### src/rtl/cpu_pkg.sv
// Shared definitions for the 16-bit pipelined CPU: machine constants,
// the fetch FSM encoding and the IF/ID register layout used by fetch and decode.
package cpu_pkg;

    localparam int XLEN = 16;

    localparam logic [XLEN-1:0] PC_STEP    = 16'd2;
    localparam logic [XLEN-1:0] NOP_INSTR  = 16'h0000;
    localparam logic [XLEN-1:0] HALT_INSTR = 16'hF000;
    localparam logic [XLEN-1:0] RESET_PC   = 16'h0000;

    typedef enum logic {
        RUN    = 1'b0,
        HALTED = 1'b1
    } fetch_state_t;

    typedef struct packed {
        logic [XLEN-1:0] instr;
        logic [XLEN-1:0] pc;
        logic            valid;
    } if_id_t;

endpackage

### src/rtl/if_id_reg.sv
// IF/ID pipeline register. Bubble wins over load; with neither asserted the
// register holds, which is how a stall freezes decode's view.
module if_id_reg
    import cpu_pkg::*;
#(
    parameter logic [XLEN-1:0] NOP = NOP_INSTR
) (
    input  logic            clk,
    input  logic            rst_n,
    input  logic            load,
    input  logic            bubble,
    input  logic [XLEN-1:0] instr_in,
    input  logic [XLEN-1:0] pc_in,
    output logic [XLEN-1:0] instr,
    output logic [XLEN-1:0] pc,
    output logic            valid
);

    if_id_t if_id_q;
    if_id_t if_id_d;

    always_comb begin
        if_id_d = if_id_q;
        if (bubble) begin
            if_id_d.instr = NOP;
            if_id_d.pc    = '0;
            if_id_d.valid = 1'b0;
        end else if (load) begin
            if_id_d.instr = instr_in;
            if_id_d.pc    = pc_in;
            if_id_d.valid = 1'b1;
        end
    end

    always_ff @(posedge clk or negedge rst_n) begin
        if (!rst_n) begin
            if_id_q.instr <= NOP;
            if_id_q.pc    <= '0;
            if_id_q.valid <= 1'b0;
        end else begin
            if_id_q <= if_id_d;
        end
    end

    assign instr = if_id_q.instr;
    assign pc    = if_id_q.pc;
    assign valid = if_id_q.valid;

endmodule

### src/rtl/fetch_stage.sv
// IF stage: program counter, RUN/HALTED fetch FSM and IF/ID register control.
// Build with FETCH_COUNT_EN defined to get a saturating fetched-instruction counter.
module fetch_stage
    import cpu_pkg::*;
#(
    parameter logic [XLEN-1:0] RESET_PC   = cpu_pkg::RESET_PC,
    parameter logic [XLEN-1:0] HALT_INSTR = cpu_pkg::HALT_INSTR,
    parameter logic [XLEN-1:0] NOP_INSTR  = cpu_pkg::NOP_INSTR
) (
    input  logic        clk,
    input  logic        rst_n,
    input  logic        stall,
    input  logic        redirect,
    input  logic [15:0] redirect_pc,
    output logic [15:0] pc,
    input  logic [15:0] instruction,
    output logic [15:0] if_id_instr,
    output logic [15:0] if_id_pc,
    output logic        if_id_valid,
    output logic        halted,
    output logic [15:0] fetch_count
);

    fetch_state_t    state_q, state_d;
    logic [XLEN-1:0] pc_q, pc_d;
    logic [XLEN-1:0] pc_plus2;
    logic            load;
    logic            bubble;

    assign pc_plus2 = pc_q + PC_STEP;

    // A redirect also pulls us out of HALTED: the HALT was on a wrong path.
    always_comb begin
        state_d = state_q;
        pc_d    = pc_q;
        load    = 1'b0;
        bubble  = 1'b0;
        if (redirect) begin
            pc_d    = redirect_pc & ~16'h0001;
            bubble  = 1'b1;
            state_d = RUN;
        end else if (stall) begin
            pc_d = pc_q;
        end else if (state_q == RUN) begin
            load = 1'b1;
            if (instruction == HALT_INSTR) begin
                state_d = HALTED;
            end else begin
                pc_d = pc_plus2;
            end
        end else begin
            bubble = 1'b1;
        end
    end

    always_ff @(posedge clk or negedge rst_n) begin
        if (!rst_n) begin
            state_q <= RUN;
            pc_q    <= RESET_PC;
        end else begin
            state_q <= state_d;
            pc_q    <= pc_d;
        end
    end

    if_id_reg #(
        .NOP (NOP_INSTR)
    ) u_if_id_reg (
        .clk      (clk),
        .rst_n    (rst_n),
        .load     (load),
        .bubble   (bubble),
        .instr_in (instruction),
        .pc_in    (pc_plus2),
        .instr    (if_id_instr),
        .pc       (if_id_pc),
        .valid    (if_id_valid)
    );

`ifdef FETCH_COUNT_EN
    logic [XLEN-1:0] count_q, count_d;

    always_comb begin
        count_d = count_q;
        if (load && (count_q != 16'hFFFF)) begin
            count_d = count_q + 16'd1;
        end
    end

    always_ff @(posedge clk or negedge rst_n) begin
        if (!rst_n) begin
            count_q <= '0;
        end else begin
            count_q <= count_d;
        end
    end

    assign fetch_count = count_q;
`else
    assign fetch_count = 16'h0000;
`endif

    assign pc     = pc_q;
    assign halted = (state_q == HALTED);

endmodule
### config.mk
export PLATFORM = sky130hd
export DESIGN_NAME = fetch_stage
export DESIGN_NICKNAME = d
export VERILOG_FILES = /design/src/rtl/cpu_pkg.sv /design/src/rtl/if_id_reg.sv /design/src/rtl/fetch_stage.sv
export SDC_FILE = /design/constraint.sdc
export NUM_CORES = 1
export LEC_CHECK = 0
export ABC_AREA = 1
export BUFFER_PORTS_ARGS = -buffer_cell sky130_fd_sc_hd__buf_2
export CAP_MARGIN = 20
export CORE_MARGIN = 2
export CORE_UTILIZATION = 55
export CTS_BUF_LIST = sky130_fd_sc_hd__clkbuf_4
export CTS_CLUSTER_DIAMETER = 60
export CTS_CLUSTER_SIZE = 8
export DETAILED_ROUTE_END_ITERATION = 8
export PLACE_DENSITY = 0.95
export SLEW_MARGIN = 30
export SYNTH_ARGS = -nofsm -noshare
export SYNTH_HDL_FRONTEND = slang
export SYNTH_HIERARCHICAL = 1
export SYNTH_SLANG_ARGS = --single-unit
### constraint.sdc
create_clock -name clk -period 3 [get_ports clk]
set_input_delay 0.6 -clock clk [delete_from_list [all_inputs] [get_ports clk]]
set_output_delay 0.6 -clock clk [all_outputs]
set_load 0.02 [all_outputs]
==> metrics.md <==
| Metric | Value |
|---|---|
| Outcome | `finished, final reports clean` |
| Syn Area/Cell | `8.02 um2` |
| Post-CTS setup repair buffer count | `0` |
| CP arrival | `2590 ps` |
| First-pass GRT wire length | `9690 um` |
| FFs w/ async S/R, synth | `1.00` |
| Leak | `1.77 nW` |
| Synth top area share | `0.454` |
| Commonest non-fill, non-tap cells in the layout | `nand2_1, buf_2, nand3_1, dfrtp_1, conb_1` |
| Tcrit/Tclk final | `0.778` |
| Post-DP HPWL | `4510 um` |
| Clock Power Share | `0.208` |
| CP Max Fanout | `32` |
| Main flop type after synthesis | `dfrtp_1` |
| CP Capture Type | `flop` |
| CP dominant cell by count | `clkinv_1` |
| Yosys warns | `6` |
| Sequential share of power | `0.544` |
| Seq cells post-synth | `49` |
| Antenna-violating nets left | `0` |
| Leading area contributor after synthesis | `dfrtp_1` |
| Post-synth EDFFs | `0` |
| Final net count | `451` |
| DIE AREA | `0.00549 mm2` |
| Vert. Die Dim | `74.1 um` |
| Sequential share of the synthesized area | `0.454` |
| Synthesized cell area | `0.00270 mm2` |
| WP data required | `3250 ps` |
| Setup-failing EPs final | `0` |
| Worst min path class | `in2async` |
| CTS clock-pin slew for the worst setup and hold paths | `140 ps` |
| RSZ-0062 raised after global routing | `no` |
| Routed length per instance | `13.0 um` |
| Drt pass-1 iters | `4` |
| Worst Tran Pin Value | `882 ps` |
| Vias in the first global route | `2,140` |
| Power Density | `454 mW/mm2` |
| Clock Skews | `5.30 ps` |
| Internal | `900 uW` |
| WHS | `252 ps` |
| Switch Pwr | `503 uW` |
| Crit path kind | `in2reg` |
| Max VDD drop | `0.244 mV` |
| Worst slew margin | `0.408` |
| CP max stage delay | `860 ps` |
| Core ar. | `0.00472 mm2` |
| Logic pwr share | `0.248` |
| CTS buffer count | `5` |
| Family with the most delay on the worst path | `buffers and inverters` |
| Post-synthesis cell type count | `25` |
| Max-cap viol count | `0` |
| Commonest non-fill, non-tap cell in the layout | `nand2_1` |
| Vias per cell | `5.05` |
| CTS tree | `built` |
| Slew Viols, Final | `0` |
| CTS Root Cell | `clkbuf_4` |
| TritonCTS Sinks | `49` |
| Final WL | `6270 um` |
| Max clock buf depth | `2` |
| Switching share of power | `0.358` |
| Synthesis-to-layout area growth | `14.3%` |
| Buf+Inv Stages, Crit Path | `3` |
| Crit path time final | `2330 ps` |
| IO Port Bufs | `83` |
| Routability cong. | `0.866` |
| Peak Freq | `0.429 GHz` |
| Clock Latency Late Sink | `350 ps` |
| CP Depth | `6` |
| N_diodes | `0` |
| Starting Density | `0.572` |
| Crit path cell chain | `buf_2 > clkinv_1 > o21ai_0 > clkinv_1 > nand3_1 > nand2_1` |
| Startpoint types | `input pin` |
| Drt drc | `0` |
| Largest net degree at the start of global routing | `50` |
| Setup TNS | `0 ps` |
| Area contributors post-synth | `dfrtp_1, nand2_1, nand3_1` |
| Syn Inst Count | `337` |
| Initial antenna violation count | `0` |
| Layout cells sized above 1 | `0.283` |
| Max H-tree Level | `2` |
| Cts hold-fix bufs | `0` |
| CTS resizes | `0` |
| Starting DRC count in detailed routing | `283` |
| Die width | `74.1 um` |
| Remaining global-route overflow | `0` |
| CP max stage cell | `clkinv_1` |
| Io pins | `102` |
| Worst Reg-to-Reg Cells | `5` |
| Gr usage total | `0.226` |
| Via count | `2,427` |
| # rows | `25` |
| Final Hold Vio Count | `0` |
[power groups by stage]
| stage | clock, mW | combinational [mW] | sequential, mW |
|---|---|---|---|
| after global placement | 0 | 0.340 | 0.773 |
| after global routing | 0.314 | 0.384 | 0.770 |
| after detailed placement | 0 | 0.348 | 0.775 |
| after floorplan | 0 | 0.198 | 0.826 |
| final | 0.291 | 0.348 | 0.763 |
| after CTS | 0.296 | 0.349 | 0.762 |
[state kept, by name, indices dropped and copies added, names as in the netlist]
signal,count
u_if_id_reg/pc,16
halted,1
u_if_id_reg/instr,16
pc,15
u_if_id_reg/valid,1
[cells by family after synthesis]
group,count (synthesis),share of synthesized area
flops,49,0.454
fa+ha+maj,1,0.00463
xor+xnor,8,0.0371
other cells,1,0.00139
simple gates,227,0.383
buf+inv,47,0.113
compound gates,4,0.00741
[layer usage]
layer | up-vias | wire, um | share of wire | global-route usage
met5 | - | 0 | 0 | 0
met3 | 9 | 354 | 0.056 | 0.0203
met4 | 0 | 97 | 0.015 | 0.0808
met1 | 1139 | 2770 | 0.44 | 0.324
li1 | 1188 | - | - | -
met2 | 91 | 3050 | 0.49 | 0.361
[layout make-up]
cell class	count	area [um2]
sequential	49	1230
inverter	15	56.3
multi-input combinational	258	1240
clock inverter	2	11.3
fill	408	1640
tap	67	83.8
timing repair buffer	85	433
clock buffer	5	37.5
[worst paths after layout]
path | from | end | slack [ps]
max | redirect | u_if_id_reg/pc[9]$_DFFE_PN0P_ | 670
min | rst_n | pc[9]$_DFFE_PN0P_ | 250
max reg2reg | halted$_DFFE_PN0N_ | u_if_id_reg/pc[9]$_DFFE_PN0P_ | 690
min reg2reg | u_if_id_reg/pc[0]$_DFFE_PN0P_ | u_if_id_reg/pc[0]$_DFFE_PN0P_ | 480
max in group asynchronous | rst_n | u_if_id_reg/instr[8]$_DFFE_PN0P_ | 2330
min in group clk | redirect_pc[8] | pc[8]$_DFFE_PN0P_ | 450
[worst reg2reg max path, cell delays in order, from the launching register on]
cell and delay (ps):
dfrtp_1 440, inv_1 70, o21ai_0 430, clkinv_1 860, nand3_1 330, nand2_1 80
[stage by stage]
step	instances	util	instance area, um2	worst slack [ps]	power (mW)
6_report	481	0.654	3090	667	1.40
5_1_grt	481	0.654	3090	453	1.47
4_1_cts	481	0.654	3090	1060	1.41
3_5_place_dp	474	0.643	3040	678	1.12
3_3_place_gp	474	0.643	3040	714	1.11
2_1_floorplan	354	-	2770	1090	1.02
[Yosys cell counts, types with 2 or more instances]
cell,n
nand2_1,123
nand3_1,63
dfrtp_1,49
buf_4,18
nor2_1,15
inv_1,13
buf_6,7
nand2_2,7
buf_2,6
nand4_1,5
nor2_4,5
nand3_2,4
nor2_2,4
o21ai_0,3
xor2_1,3
xnor2_2,2
xor2_2,2
Power figures use the tool's default switching activity.
